[src/rtl/riscv_pipe_pkg.sv]
// ============================================================================
// Package     : riscv_pipe_pkg
// Description : Shared definitions for the RISC-V datapath pipeline stages.
//               Holds the skid-stage state encoding, the occupancy width and
//               a helper that decodes a state into its entry count.
// Revision    : 1.0 - initial release
// ============================================================================
`default_nettype none

package riscv_pipe_pkg;

  localparam int OCC_W = 2;

  typedef logic [1:0] skid_state_t;

  // Skid stage state encoding.
  localparam skid_state_t ST_EMPTY = 2'd0;  // no entries held
  localparam skid_state_t ST_BUSY  = 2'd1;  // main register valid
  localparam skid_state_t ST_FULL  = 2'd2;  // main and skid registers valid

  // Number of entries held in a given state.
  function automatic logic [OCC_W-1:0] occ_of(input skid_state_t st);
    case (st)
      ST_BUSY: occ_of = 2'd1;
      ST_FULL: occ_of = 2'd2;
      default: occ_of = 2'd0;
    endcase
  endfunction

endpackage : riscv_pipe_pkg

`default_nettype wire

[src/rtl/pipe_skid_stage.sv]
// ============================================================================
// Module      : pipe_skid_stage
// Description : Back-pressured WIDTH-bit pipeline register slice with a
//               one-entry skid buffer and a synchronous flush.
//               Every output comes straight from a flop, so in_ready never
//               depends combinationally on out_ready.
// Ports       : clk        - clock, rising edge
//               reset      - synchronous active-high reset
//               flush      - synchronous squash of all held entries
//               in_valid   - upstream payload valid
//               in_ready   - stage can accept a payload (registered)
//               in_data    - upstream payload
//               out_valid  - out_data valid (registered)
//               out_ready  - downstream accepts this cycle
//               out_data   - head payload (main register)
//               occupancy  - number of held entries, 0..2 (registered)
// Revision    : 1.0 - initial release
// ============================================================================
`default_nettype none

module pipe_skid_stage
  import riscv_pipe_pkg::*;
#(
  parameter int WIDTH = 32
) (
  input  logic             clk,
  input  logic             reset,
  input  logic             flush,
  input  logic             in_valid,
  output logic             in_ready,
  input  logic [WIDTH-1:0] in_data,
  output logic             out_valid,
  input  logic             out_ready,
  output logic [WIDTH-1:0] out_data,
  output logic [OCC_W-1:0] occupancy
);

  skid_state_t      state_q, state_d;
  logic [WIDTH-1:0] main_q,  main_d;
  logic [WIDTH-1:0] skid_q,  skid_d;
  logic             out_valid_q;
  logic             in_ready_q;
  logic [OCC_W-1:0] occ_q;

  logic             w_in_fire;
  logic             w_out_fire;

  // The registered status flags mirror the current state, so they are the
  // same values a decode of state_q would give, but come directly from flops.
  assign w_in_fire  = in_valid  & in_ready_q;
  assign w_out_fire = out_valid_q & out_ready;

  // --------------------------------------------------------------------------
  // Next-state and datapath
  // --------------------------------------------------------------------------
  always_comb begin
    state_d = state_q;
    main_d  = main_q;
    skid_d  = skid_q;

    case (state_q)
      ST_EMPTY: begin
        if (w_in_fire) begin
          main_d  = in_data;
          state_d = ST_BUSY;
        end
      end

      ST_BUSY: begin
        if (w_in_fire && w_out_fire) begin
          // Head leaves and the new payload takes its place: no bubble.
          main_d = in_data;
        end else if (w_in_fire) begin
          // Downstream stalled: absorb the payload into the skid register.
          skid_d  = in_data;
          state_d = ST_FULL;
        end else if (w_out_fire) begin
          state_d = ST_EMPTY;
        end
      end

      ST_FULL: begin
        // in_ready is low here, so only the drain side can move.
        if (w_out_fire) begin
          main_d  = skid_q;
          state_d = ST_BUSY;
        end
      end

      default: begin
        state_d = ST_EMPTY;
      end
    endcase

    // Flush squashes everything held, including a payload accepted this
    // cycle; a concurrent out_fire has already completed downstream.
    if (flush) begin
      state_d = ST_EMPTY;
      main_d  = '0;
      skid_d  = '0;
    end
  end

  // --------------------------------------------------------------------------
  // State, storage and registered status outputs
  // --------------------------------------------------------------------------
  always_ff @(posedge clk) begin
    if (reset) begin
      state_q     <= ST_EMPTY;
      main_q      <= '0;
      skid_q      <= '0;
      out_valid_q <= 1'b0;
      in_ready_q  <= 1'b1;
      occ_q       <= '0;
    end else begin
      state_q     <= state_d;
      main_q      <= main_d;
      skid_q      <= skid_d;
      out_valid_q <= (state_d != ST_EMPTY);
      in_ready_q  <= (state_d != ST_FULL);
      occ_q       <= occ_of(state_d);
    end
  end

  assign out_valid = out_valid_q;
  assign in_ready  = in_ready_q;
  assign out_data  = main_q;
  assign occupancy = occ_q;

endmodule : pipe_skid_stage

`default_nettype wire

[config.mk]
export PLATFORM = sky130hd
export DESIGN_NAME = pipe_skid_stage
export DESIGN_NICKNAME = d
export VERILOG_FILES = /design/src/rtl/riscv_pipe_pkg.sv /design/src/rtl/pipe_skid_stage.sv
export SDC_FILE = /design/constraint.sdc
export NUM_CORES = 1
export LEC_CHECK = 0
export BUFFER_PORTS_ARGS = -buffer_cell sky130_fd_sc_hd__buf_2
export CAP_MARGIN = 20
export CORE_UTILIZATION = 49
export CTS_CLUSTER_DIAMETER = 50
export CTS_CLUSTER_SIZE = 8
export DETAILED_ROUTE_END_ITERATION = 8
export PLACE_DENSITY = 0.81
export SLEW_MARGIN = 20
export SYNTH_ARGS = -nofsm -noshare
export SYNTH_HDL_FRONTEND = slang
export SYNTH_SLANG_ARGS = --single-unit
[constraint.sdc]
create_clock -name clk -period 1.34 [get_ports clk]
set_clock_uncertainty 0.1 [all_clocks]
set_input_delay 0.067 -clock clk [delete_from_list [all_inputs] [get_ports clk]]
set_output_delay 0.067 -clock clk [all_outputs]
set_load 0.005 [all_outputs]
# Yosys cells after proc, flatten, opt, wreduce, memory -nomap -nowiden
# Cells that the tools add are included.
[totals] output_inout_bits=36 input_bits=37 word_cells=36 register_bits=70
[op_classes] muxes=12 reduce_logical=7 bitwise_logic=3 eq_ne=8
[op_table] cell="32-bit two-way mux" n=3
[op_table] cell="32-bit one-hot mux with 3 select lines" n=1
[op_table] cell="2-bit two-way mux" n=6
[op_table] cell="2-bit != test, second input constant" n=4
[op_table] cell="2-bit one-hot mux with 3 select lines" n=1
[op_table] cell="2-bit by 1-bit equality test with 1-bit output, second input constant" n=2
[op_table] cell="2-bit equality test, second input constant" n=2
[op_table] cell="2-bit one-hot mux with 2 select lines" n=1
[op_table] cell="4-bit AND reduction" n=1
[op_table] cell="3-bit AND reduction" n=1
[op_table] cell="3-bit nonzero test" n=1
[op_table] cell="1-bit bitwise AND" n=2
[op_table] cell="2-bit logical NOT" n=1
[op_table] cell="2-bit nonzero test" n=1
[op_table] cell="2-bit OR reduction" n=1
[op_table] cell="1-bit logical AND" n=1
[op_table] cell="1-bit NOT" n=1

# Depth between registers and ports, before layout
# Gate-level depths: netlist (run 1).
[depth] depth_word=8 ltp_mapped=5 ltp_nobuf=3

# Worst setup path before layout (run 1)
# No wires, ideal clock.
[synth_path] path_type="register to register" start="register state_q[1]" end="register main_q[0] (netlist: out_data[0])" path_buffers=2 path_stages_with_launch=6 arrival_ns=1.130 setup_slack_ns=-0.036 required_time_ns=1.094 synth_period_minus_slack_ns=1.376 path_cell_list="dfxtp_1 and3b_1 buf_6 buf_6 a211oi_2 a211oi_2"
[synth_via] elab_chain_len=3 word_cells_on_any_way=9 classes_between="5 x eq/ne; 1 x mux; 3 x reduce/logical"
[synth_rtl] item="start: declaration" line_no="pipe_skid_stage.sv:38" source="skid_state_t state_q, state_d;"
[synth_rtl] item="start signal: assignment" line_no="pipe_skid_stage.sv:116" source="state_q <= state_d;"
[synth_rtl] item="2-bit by 1-bit equality test with 1-bit output (tied with other cells)" line_no="pipe_skid_stage.sv:61" source="case (state_q)"
[synth_rtl] item="2-bit != test (no line) or 3-bit nonzero test (tied branches)"
[synth_rtl] item="4-bit AND reduction (no line)"
[synth_rtl] item="end signal: assignment" line_no="pipe_skid_stage.sv:117" source="main_q <= main_d;"
[synth_rtl] item="end: declaration" line_no="pipe_skid_stage.sv:39" source="logic [WIDTH-1:0] main_q, main_d;"
# Parallel ways exist; a longest one is shown, timed or not.
# A chain may end at the register's enable or synchronous reset.

# Final worst setup path (run 1)
[layout_path] start="register state_q[1]" end="register skid_q[8]"
[layout_via] elab_chain_len=2
[layout_rtl] item="2-bit by 1-bit equality test with 1-bit output" line_no="pipe_skid_stage.sv:61"
[layout_rtl] item="3-bit AND reduction (no line)"
[layout_rtl] item="end signal: assignment" line_no="pipe_skid_stage.sv:118" source="skid_q <= skid_d;"
[layout_rtl] item="end: declaration" line_no="pipe_skid_stage.sv:40" source="logic [WIDTH-1:0] skid_q, skid_d;"
# Every way passes these cells.

==> results of run 1 <==
state kept, by name (all words and copies together), names as in the netlist:
| signal | flops |
|---|---|
| in_ready | 1 |
| occupancy | 2 |
| out_data | 32 |
| out_valid | 1 |
| skid_q | 32 |
| state_q | 2 |
cells in the mapped netlist (all sizes together) (2+ instances only):
master,n
dfxtp,70
a211oi,64
a21oi,33
o21ai,33
buf,32
mux2i,32
nand3,32
clkbuf,7
nor3b,3
a21boi,2
nand2,2
nor4bb,2
logic make-up after synthesis:
logic type / Yosys count
multiplexers: 32
AND/OR/NAND/NOR: 46
flip-flops: 70
buffers and inverters: 39
AO/OA/AOI/OAI: 135
area by class of cell:
type	instances	area share [%]
multi-input cells	213	39.6
flip-flops and latches	70	30.0
repair buffers	136	24.3
clock buffers	12	3.09
well taps	96	2.56
clock inverters	4	0.480
worst max-delay path, cell delays in order (launching register included):
cell and delay [ns]:
dfxtp_4 0.37, and3b_4 0.43, buf_12 0.18, buf_6 0.10, nand3_1 0.09, a21oi_1 0.16
routing by layer:
| metal | routed length, um | part of all wire, % |
|---|---|---|
| met1 | 4030 | 44 |
| met2 | 4520 | 50 |
| met3 | 484 | 5.3 |
| met4 | 71 | 0.78 |
| met5 | 0 | 0 |
power by group through the flow:
stage	sequential [mW]	clock, mW	combinational, mW
after global routing	2.19	1.63	0.910
final	2.19	1.50	0.857
after detailed placement	2.23	0	0.715
after global placement	2.23	0	0.705
after CTS	2.19	1.52	0.809
after floorplan	2.23	0	0.473
worst max path at each step:
stage | to | depth (start not counted) | start | slack, ns
floorplan | out_data[0]$_SDFFE_PP0P_ | 4 | out_valid$_SDFF_PP0_ | -0.003
global placement | out_data[30]$_SDFFE_PP0P_ | 4 | state_q[0]$_SDFF_PP0_ | -0.08
detailed placement | out_data[6]$_SDFFE_PP0P_ | 4 | out_valid$_SDFF_PP0_ | -0.09
CTS | skid_q[2]$_SDFFE_PP0P_ | 5 | state_q[1]$_SDFF_PP0_ | -0.09
global route | skid_q[8]$_SDFFE_PP0P_ | 5 | state_q[1]$_SDFF_PP0_ | -0.21
finish | skid_q[8]$_SDFFE_PP0P_ | 5 | state_q[1]$_SDFF_PP0_ | -0.16
metrics by stage:
stage                     instances  hold WS (ns)
final                           531        0.0428
after CTS                       529       0.00986
after global routing            531        0.0619
after floorplan                 322         0.115
after detailed placement        478         0.240
after global placement          478         0.232
cells in the final DEF, fill, tap and decap left out, types with 2 or more instances in the layout:
| cell | count |
|---|---|
| dfxtp_2 | 2 |
| o21ai_1 | 33 |
| nand3_1 | 30 |
| nand2_1 | 2 |
| clkinv_2 | 3 |
| nor3b_2 | 2 |
| nand3_2 | 2 |
| a211oi_1 | 4 |
| buf_12 | 11 |
| a211oi_2 | 60 |
| mux2i_1 | 31 |
| dfxtp_1 | 67 |
| clkbuf_8 | 10 |
| buf_4 | 11 |
| dlygate4sd3_1 | 34 |
| buf_6 | 4 |
| a21oi_1 | 21 |
| a21oi_2 | 12 |
| clkbuf_16 | 2 |
| clkbuf_1 | 2 |
| buf_2 | 72 |
what timing repair did:
item                                   4_1_cts  5_1_grt
gates resized for setup                      8       23
gates cloned                                 1        2
hold buffers                                34        0
endpoints found under the hold margin       37        0
pin swaps                                    1        0
setup endpoints to repair                   57       69
==> results_dict.tcl, run 1 <==
set metrics [dict create \
    run_status "finished with violations" \
    violations "negative setup slack" \
    synth_area_leaders "dfxtp_1 (40%), a211oi_2 (22%), mux2i_1 (9.2%), a21oi_1 (4.6%), nand3_1 (4.6%)" \
    area_growth_syn_to_layout_pct 35.4 \
    start_util_pct 50.8 \
    via_per_inst 5.73 \
    post_synth_and_or_nand_nor_area_fraction_pct 7.61 \
    async_flop_share_pct 0 \
    post_cts.repair.setup_buffers 0 \
    htreeDepth 3 \
    timing.critical_path.arrival_ns 1.67 \
    synth_compound_area_share_pct 34.0 \
    reg2reg_setup_slack_ns -0.16 \
    regArea_um2 1410 \
    slew_viol_final 0 \
    path_class "reg -> reg" \
    power.ir.vdd_worst_v 0.000677 \
    clock_power_share_pct 33.0 \
    synth.avg_cell_area_um2 10.8 \
    synth.yosys.warnings 0 \
    switching_share_pct 27.7 \
    layout_cells_sized_above_1_pct 47.1 \
    rsz0062_at_grt "true" \
    clk_root_buffer_cell "clkbuf_8" \
    holdCritStartpoint "in_valid" \
    fillers 499 \
    hold_violations 0 \
    yosys.cell_types.count 29 \
    multiInputGateArea_um2 1860 \
    detail_route.iter0.violations 179 \
    insertion_delay_ns 0.34 \
    min_delay_path_depth 3 \
    gr-max-usage-layer "met2" \
    remaining_drc_errors 0 \
    combinationalPowerShare_pct 18.9 \
    yosys_register_bits 70 \
    overflow 0 \
    cp-end-kind "register" \
    pre_cts_ws_ns -0.0861 \
    timing.critical_path.fanout_max 9 \
    fraction_of_the_mapped_netlist_area_in_adder_cells_pct 0 \
    setup_viol 66 \
    finish.utilization_pct 68.7 \
    crit_required_ns 1.50 \
    cts_made_buffers 9 \
    synthDominantAreaCellType "dfxtp_1" \
    timing.final.crit_share_pct 112 \
    final_estimated_routing_congestion_in_global_placement 0.773 \
    met2_use_gr_pct 39.5 \
    max-clock-path-buffers 2 \
    final_area_um2 4700 \
    tritoncts "done" \
    power_density_relative_to_cell_area_nw_per_um2 968 \
    detailedPlacementHpwl_mm 5.20 \
    setup.worst_path.start_class "register" \
    p_int_mw 3.29 \
    static-leakage-power_nw 1.94 \
    io_buffer_count 72 \
    global_route.usage.met3_pct 5.58 \
    drt_pre_antenna_iters 4 \
    grt_max_degree 36 \
    dominantRegCellSynth "dfxtp_1" \
    hold_path_class "in -> reg" \
    netlist_instances 322 \
    floorplan.core_area_um2 6830 \
    antenna-diode-count 0 \
    synthMuxAreaShare_pct 9.24 \
    r2r_start "state_q[1]$_SDFF_PP0_" \
    totalWireLength_mm 9.11 \
    syn-cell-area_um2 3470 \
    r2r.worst_path.cells 5 \
    design.final.nets 467 \
    timing.slew.headroom_pct 72.7 \
    dominant_combinational_cell_family_by_area_after_synthesis "compound AO/OA/AOI/OAI gates" \
    cap_violations 0 \
    power_switching_mw 1.26 \
    power.sequential.fraction_pct 48.2 \
    met1_demand_to_capacity_share_in_global_routing_pct 31.1 \
    cts.sink_count 70 \
    maxClockFrequency_mhz 666 \
    worst_pin_slew_ns 0.410 \
    placed_area_um2 4000 \
    finalWorstSetupSlack_ns -0.162 \
    ant_nets 0 \
    std_cell_rows 30 \
    yosys.area_share.xor_xnor_pct 0 \
    yosys.area.top_type_share_pct 40.4 \
    grt_util_all_layers_pct 23.8 \
    num_vias 3042 \
    via_count_of_the_first_global_routing_pass 2871 \
    boundaryPins 73 \
    synthesis.nets 359 \
    grt_first_pass_wirelength_mm 14.0 \
    path_clk_slew_ns 0.07 \
    regToRegEndpoint "skid_q[8]$_SDFFE_PP0P_" \
    hold_end "state_q[0]$_SDFF_PP0_" \
    final.setup.tns_ns -5.06 \
    die_w_um 86.1 \
    fp.dieArea_um2 7420 \
    synth_sequential_area_ratio_pct 40.4 \
    power_mw 4.54 \
    fin_crit_ns 1.50 \
    antenna_found_initial 0 \
    count_of_flip_flops_with_a_built_in_enable_after_synthesis 0 \
    floorplan.die.height_um 86.1 \
    wl_per_cell_um 17.2 \
]
No activity file was read; power rests on OpenSTA's default activity.
==> inputs of run 2 (changes only) <==
--- a/config.mk
+++ b/config.mk
@@ -5,13 +5,14 @@
 export SDC_FILE = /design/constraint.sdc
 export NUM_CORES = 1
 export LEC_CHECK = 0
-export BUFFER_PORTS_ARGS = -buffer_cell sky130_fd_sc_hd__buf_2
 export CAP_MARGIN = 20
-export CORE_UTILIZATION = 49
+export CORE_UTILIZATION = 57
 export CTS_CLUSTER_DIAMETER = 50
 export CTS_CLUSTER_SIZE = 8
 export DETAILED_ROUTE_END_ITERATION = 8
-export PLACE_DENSITY = 0.81
+export DONT_BUFFER_PORTS = 1
+export PLACE_DENSITY = 0.8
+export SKIP_LAST_GASP = 1
 export SLEW_MARGIN = 20
 export SYNTH_ARGS = -nofsm -noshare
 export SYNTH_HDL_FRONTEND = slang
==> run 2 against run 1 <==
The flow still finishes with violations (negative setup slack). Fmax is 1.5% higher. Cell count is 17% lower. Sequential cell count is the same. Critical endpoint is now out_data[9]$_SDFFE_PP0P_.
==> results_dict.tcl, run 2 (synthesis results as in run 1) <==
set metrics [dict create \
    detailedPlacementHpwl_mm 4.85 \
    path_clk_slew_ns 0.07 \
    max-clock-path-buffers 2 \
    floorplan.die.height_um 80.0 \
    tritoncts "done" \
    final.setup.tns_ns -5.42 \
    num_vias 2829 \
    overflow 0 \
    cts_made_buffers 9 \
    power_mw 4.63 \
    critical-path-slowest-cell "dfxtp_2" \
    path_class "reg -> reg" \
    reg2reg_setup_slack_ns -0.14 \
    power_density_relative_to_cell_area_nw_per_um2 1050 \
    slew_viol_final 0 \
    die_w_um 80.0 \
    layout_cells_sized_above_1_pct 37.6 \
    grt_first_pass_wirelength_mm 13.5 \
    antenna_found_initial 0 \
    fp.dieArea_um2 6400 \
    rsz0062_at_grt "true" \
    floorplan.core_area_um2 5890 \
    highest_layer "met4" \
    io_buffer_count 0 \
    worst_pin_slew_ns 0.538 \
    detail_route.iter0.violations 212 \
    maxClockFrequency_mhz 676 \
    timing.slew.headroom_pct 64.2 \
    grt_max_degree 41 \
    final_area_um2 4430 \
    placed_area_um2 3600 \
    fin_crit_ns 1.48 \
    static-leakage-power_nw 1.67 \
    cts.sink_count 70 \
    hold_violations 0 \
    r2r_start "state_q[0]$_SDFF_PP0_" \
    finish.utilization_pct 75.2 \
    worst_path_largest_cell_delay_ns 0.34 \
    final_common_cell "dfxtp_1" \
    timing.critical_path.fanout_max 18 \
    finalWorstSetupSlack_ns -0.139 \
    crit_chain "buf_6 -> and4b_2 -> buf_12 -> a211oi_2 -> a211oi_2" \
    std_cell_rows 28 \
    grt_util_all_layers_pct 27.7 \
    pre_cts_ws_ns -0.109 \
    setup.worst_path.start_class "register" \
    boundaryPins 73 \
    remaining_drc_errors 0 \
    via_per_inst 6.40 \
    regToRegEndpoint "out_data[9]$_SDFFE_PP0P_" \
    setup_viol 68 \
    hold_end "state_q[1]$_SDFF_PP0_" \
    detailroute.wirelength.met2_mm 4.51 \
    holdCritStartpoint "out_ready" \
    r2r.worst_path.cells 5 \
    design.final.nets 399 \
    number_of_cells_on_the_critical_path 5 \
    ant_nets 0 \
    met3WireLength_um 691 \
    power.ir.vdd_worst_v 0.00115 \
    htreeDepth 3 \
    final_estimated_routing_congestion_in_global_placement 0.737 \
    path_common_cell "a211oi_2" \
    cp-end-kind "register" \
    antenna-diode-count 0 \
    wl_per_cell_um 20.8 \
    timing.hold.ws_ns 0.0267 \
    area_growth_syn_to_layout_pct 27.7 \
    violations "negative setup slack" \
    drt_pre_antenna_iters 5 \
    start_util_pct 58.9 \
    number_of_cells_in_the_design_after_placement 384 \
    cap_violations 0 \
    wirelength_met1_mm 3.81 \
    critPathBufInv 2 \
    timing.final.crit_share_pct 110 \
    layout.cells.most_common_list "dfxtp_1 (67), a211oi_2 (59), dlygate4sd3_1 (35)" \
    timing.critical_path.arrival_ns 1.65 \
    insertion_delay_ns 0.35 \
    clk_root_buffer_cell "clkbuf_8" \
    hold_path_class "in -> reg" \
    crit_required_ns 1.51 \
    totalWireLength_mm 9.20 \
    layoutNonFillerInstCount 442 \
    cp_top_family "flip-flops" \
    min_delay_path_depth 3 \
    via_count_of_the_first_global_routing_pass 2715 \
    run_status "finished with violations" \
]
-- run 2: cell types whose count changed in the layout (fill, tap and decap cells not counted), sizes merged --
cell	change
buf	-69
clkbuf	+1
clkinv	-1
dlygate4sd3	+1
-- run 2: where the power goes --
| part | total, mW | internal [mW] | switching [mW] |
|---|---|---|---|
| Clock | 1.63 | 0.819 | 0.809 |
| Sequential | 2.20 | 2.14 | 0.0602 |
| Combinational | 0.799 | 0.389 | 0.410 |
| Total | 4.63 | 3.35 | 1.28 |
-- run 2: repair_timing --
item,CTS,global route
setup buffers,4,0
resized for setup,10,28
cloned,2,2
endpoints found under the hold margin,70,0
setup endpoints to repair,69,70
hold buffers,35,0
pin swaps,2,12
-- run 2: worst max-delay path by stage --
stage                               start                         to  slack [ns]
finish              state_q[0]$_SDFF_PP0_   out_data[9]$_SDFFE_PP0P_       -0.14
global route        state_q[0]$_SDFF_PP0_    skid_q[11]$_SDFFE_PP0P_       -0.18
CTS                 state_q[0]$_SDFF_PP0_        in_ready$_SDFF_PP1_        -0.1
detailed placement  state_q[0]$_SDFF_PP0_  out_data[28]$_SDFFE_PP0P_       -0.11
global placement     out_valid$_SDFF_PP0_  out_data[28]$_SDFFE_PP0P_       -0.06
floorplan            out_valid$_SDFF_PP0_   out_data[0]$_SDFFE_PP0P_      -0.003
-- run 2: final cells by class --
type	count	area [um2]
Clock buffer	13	169
Clock inverter	3	17.5
Fill cell	387	1460
Multi-Input combinational cell	213	1900
Sequential cell	70	1410
Tap cell	75	93.8
Timing Repair Buffer	68	846
-- run 2: per-layer routing --
metal  track usage [%]  vias to the layer above
li1                  -                     1303
met1              32.9                     1388
met2              46.1                      119
met3              7.31                       19
met4              13.2                        0
met5                 0                        -
-- run 2: worst reg2reg max path, cell delays in order, from the launching register on --
cell and delay (ns):
dfxtp_2 0.34, buf_6 0.12, and4b_2 0.34, buf_12 0.20, a211oi_2 0.08, a211oi_2 0.21
==> inputs of run 3 (changes only) <==
--- a/config.mk
+++ b/config.mk
@@ -6,12 +6,13 @@
 export NUM_CORES = 1
 export LEC_CHECK = 0
 export CAP_MARGIN = 20
+export CORE_MARGIN = 2
 export CORE_UTILIZATION = 57
 export CTS_CLUSTER_DIAMETER = 50
 export CTS_CLUSTER_SIZE = 8
 export DETAILED_ROUTE_END_ITERATION = 8
 export DONT_BUFFER_PORTS = 1
-export PLACE_DENSITY = 0.8
+export PLACE_DENSITY_LB_ADDON = 0.08
 export SKIP_LAST_GASP = 1
 export SLEW_MARGIN = 20
 export SYNTH_ARGS = -nofsm -noshare
==> run 3 against run 2 <==
The run still ends with negative setup slack left. Critical path depth is the same. Sequential cell count did not move. First-iteration DRC count down 20%. Worst hold slack is essentially flat. Non-clock buffer count is the same. Largest cell class unchanged. Largest power group unchanged.
==> results_dict.tcl, run 3 (synthesis results as in run 1) <==
set metrics [dict create \
    run_status "finished with violations" \
    violations "negative setup slack" \
    timing.final.crit_share_pct 108 \
    totalWireLength_mm 8.74 \
    drt_pre_antenna_iters 4 \
    overflow 0 \
    switching_share_pct 25.0 \
    clock_power_share_pct 41.4 \
    met1_demand_to_capacity_share_in_global_routing_pct 36.4 \
    grt_max_degree 34 \
    layout.cells.most_common_list "dfxtp_1 (67), a211oi_2 (61), o21ai_1 (33), dlygate4sd3_1 (33), mux2i_1 (32)" \
    cp-end-kind "register" \
    setup_viol 55 \
    worst_pin_slew_ns 0.382 \
    ant_nets 0 \
    slew_viol_final 0 \
    wl_per_cell_um 19.8 \
    power_mw 5.07 \
    cap_violations 0 \
    grt_util_all_layers_pct 26.4 \
    number_of_cells_in_the_design_after_placement 381 \
    setup.worst_path.start_class "register" \
    insertion_delay_ns 0.33 \
    power_switching_mw 1.27 \
    p_int_mw 3.80 \
    antenna_found_initial 0 \
    fp.dieArea_um2 6720 \
    rsz0062_at_grt "true" \
    boundaryPins 73 \
    final_common_cell "dfxtp_1" \
    std_cell_rows 28 \
    htreeDepth 3 \
    via_count_of_the_first_global_routing_pass 2655 \
    via_per_inst 6.19 \
    layout_cells_sized_above_1_pct 37.1 \
    crit_required_ns 1.50 \
    io_buffer_count 0 \
    tritoncts "done" \
    finalWorstSetupSlack_ns -0.109 \
    path_class "reg -> reg" \
    path_clk_slew_ns 0.08 \
    gr-max-usage-layer "met2" \
    area_growth_syn_to_layout_pct 27.0 \
    antenna-diode-count 0 \
    timing.critical_path.fanout_max 8 \
    timing.slew.headroom_pct 74.6 \
    design.final.nets 399 \
    detail_route.iter0.violations 169 \
    combinationalPowerShare_pct 15.2 \
    cts.sink_count 70 \
    power_density_relative_to_cell_area_nw_per_um2 1150 \
    fin_crit_ns 1.45 \
    power.ir.vdd_worst_v 0.000883 \
    hold_violations 0 \
    met2_use_gr_pct 41.1 \
    floorplan.core_area_um2 5890 \
    layoutNonFillerInstCount 442 \
    fillers 420 \
    remaining_drc_errors 0 \
    floorplan.die.height_um 82.0 \
    clk_root_buffer_cell "clkbuf_8" \
    final_estimated_routing_congestion_in_global_placement 0.739 \
    power.sequential.fraction_pct 43.4 \
    max-clock-path-buffers 2 \
    static-leakage-power_nw 1.68 \
    global_route.usage.met3_pct 5.71 \
    num_vias 2735 \
    hold_path_class "in -> reg" \
    maxClockFrequency_mhz 690 \
    start_util_pct 58.9 \
    detailedPlacementHpwl_mm 4.72 \
    cts_made_buffers 9 \
    grt_first_pass_wirelength_mm 13.5 \
    timing.critical_path.arrival_ns 1.61 \
    die_w_um 82.0 \
]
[run 3: area by class of cell]
| cell class | instances | area (um2) | share of cell area [%] |
|---|---|---|---|
| Clock inverter | 6 | 109 | 2.47 |
| Clock buffer | 10 | 138 | 3.13 |
| Sequential cell | 70 | 1410 | 32.0 |
| Tap cell | 75 | 93.8 | 2.13 |
| Timing Repair Buffer | 68 | 811 | 18.4 |
| Multi-Input combinational cell | 213 | 1840 | 41.8 |
[run 3: path summary, 6_finish.rpt]
path | start | end | slack, ns | cells after the start
setup reg to reg | state_q[1]$_SDFF_PP0_ | out_data[31]$_SDFFE_PP0P_ | -0.11 | 5
setup / recovery | state_q[1]$_SDFF_PP0_ | out_data[31]$_SDFFE_PP0P_ | -0.11 | 5
hold reg to reg | skid_q[25]$_SDFFE_PP0P_ | skid_q[25]$_SDFFE_PP0P_ | 0.38 | 2
hold / removal | out_ready | occupancy[1]$_SDFF_PP0_ | 0.03 | 3
[run 3: what timing repair did]
action	4_1_cts	5_1_grt
hold buffers	32	1
cloned	4	2
buffers inserted	5	3
gates resized for setup	17	16
pin swaps	31	7
setup endpoints to repair	39	70
hold endpoints to repair	67	2
[run 3: metrics by stage]
stage / util [%] / hold WS [ns] / instance area (um2) / setup TNS (ns) / setup WS (ns)
after floorplan: - / 0.115 / 3470 / -0.0563 / -0.00281
after global placement: 60.3 / 0.116 / 3550 / -1.32 / -0.0563
after detailed placement: 60.3 / 0.122 / 3550 / -2.05 / -0.0836
after CTS: 73.3 / -0.231 / 4310 / -2.27 / -0.0722
after global routing: 74.8 / 0.0113 / 4400 / -6.54 / -0.151
final: 74.8 / 0.0263 / 4400 / -3.38 / -0.109
[run 3: power by group through the flow]
stage               Combinational [mW]  Clock (mW)  Sequential, mW
finish                           0.771        2.10            2.20
global route                     0.824        2.22            2.20
CTS                              0.742        2.12            2.20
detailed placement               0.578           0            2.25
global placement                 0.573           0            2.25
floorplan                        0.473           0            2.23
[run 3: critical path, stage by stage (launching register included)]
cell and delay (ns):
dfxtp_4 0.36, and3b_4 0.41, buf_6 0.16, buf_16 0.14, a211oi_2 0.07, a211oi_2 0.14
[run 3: per-layer routing]
metal	vias to the layer above	routed length, um
met4	0	74
met3	10	406
met1	1349	4090
li1	1310	-
met2	66	4160
met5	-	0
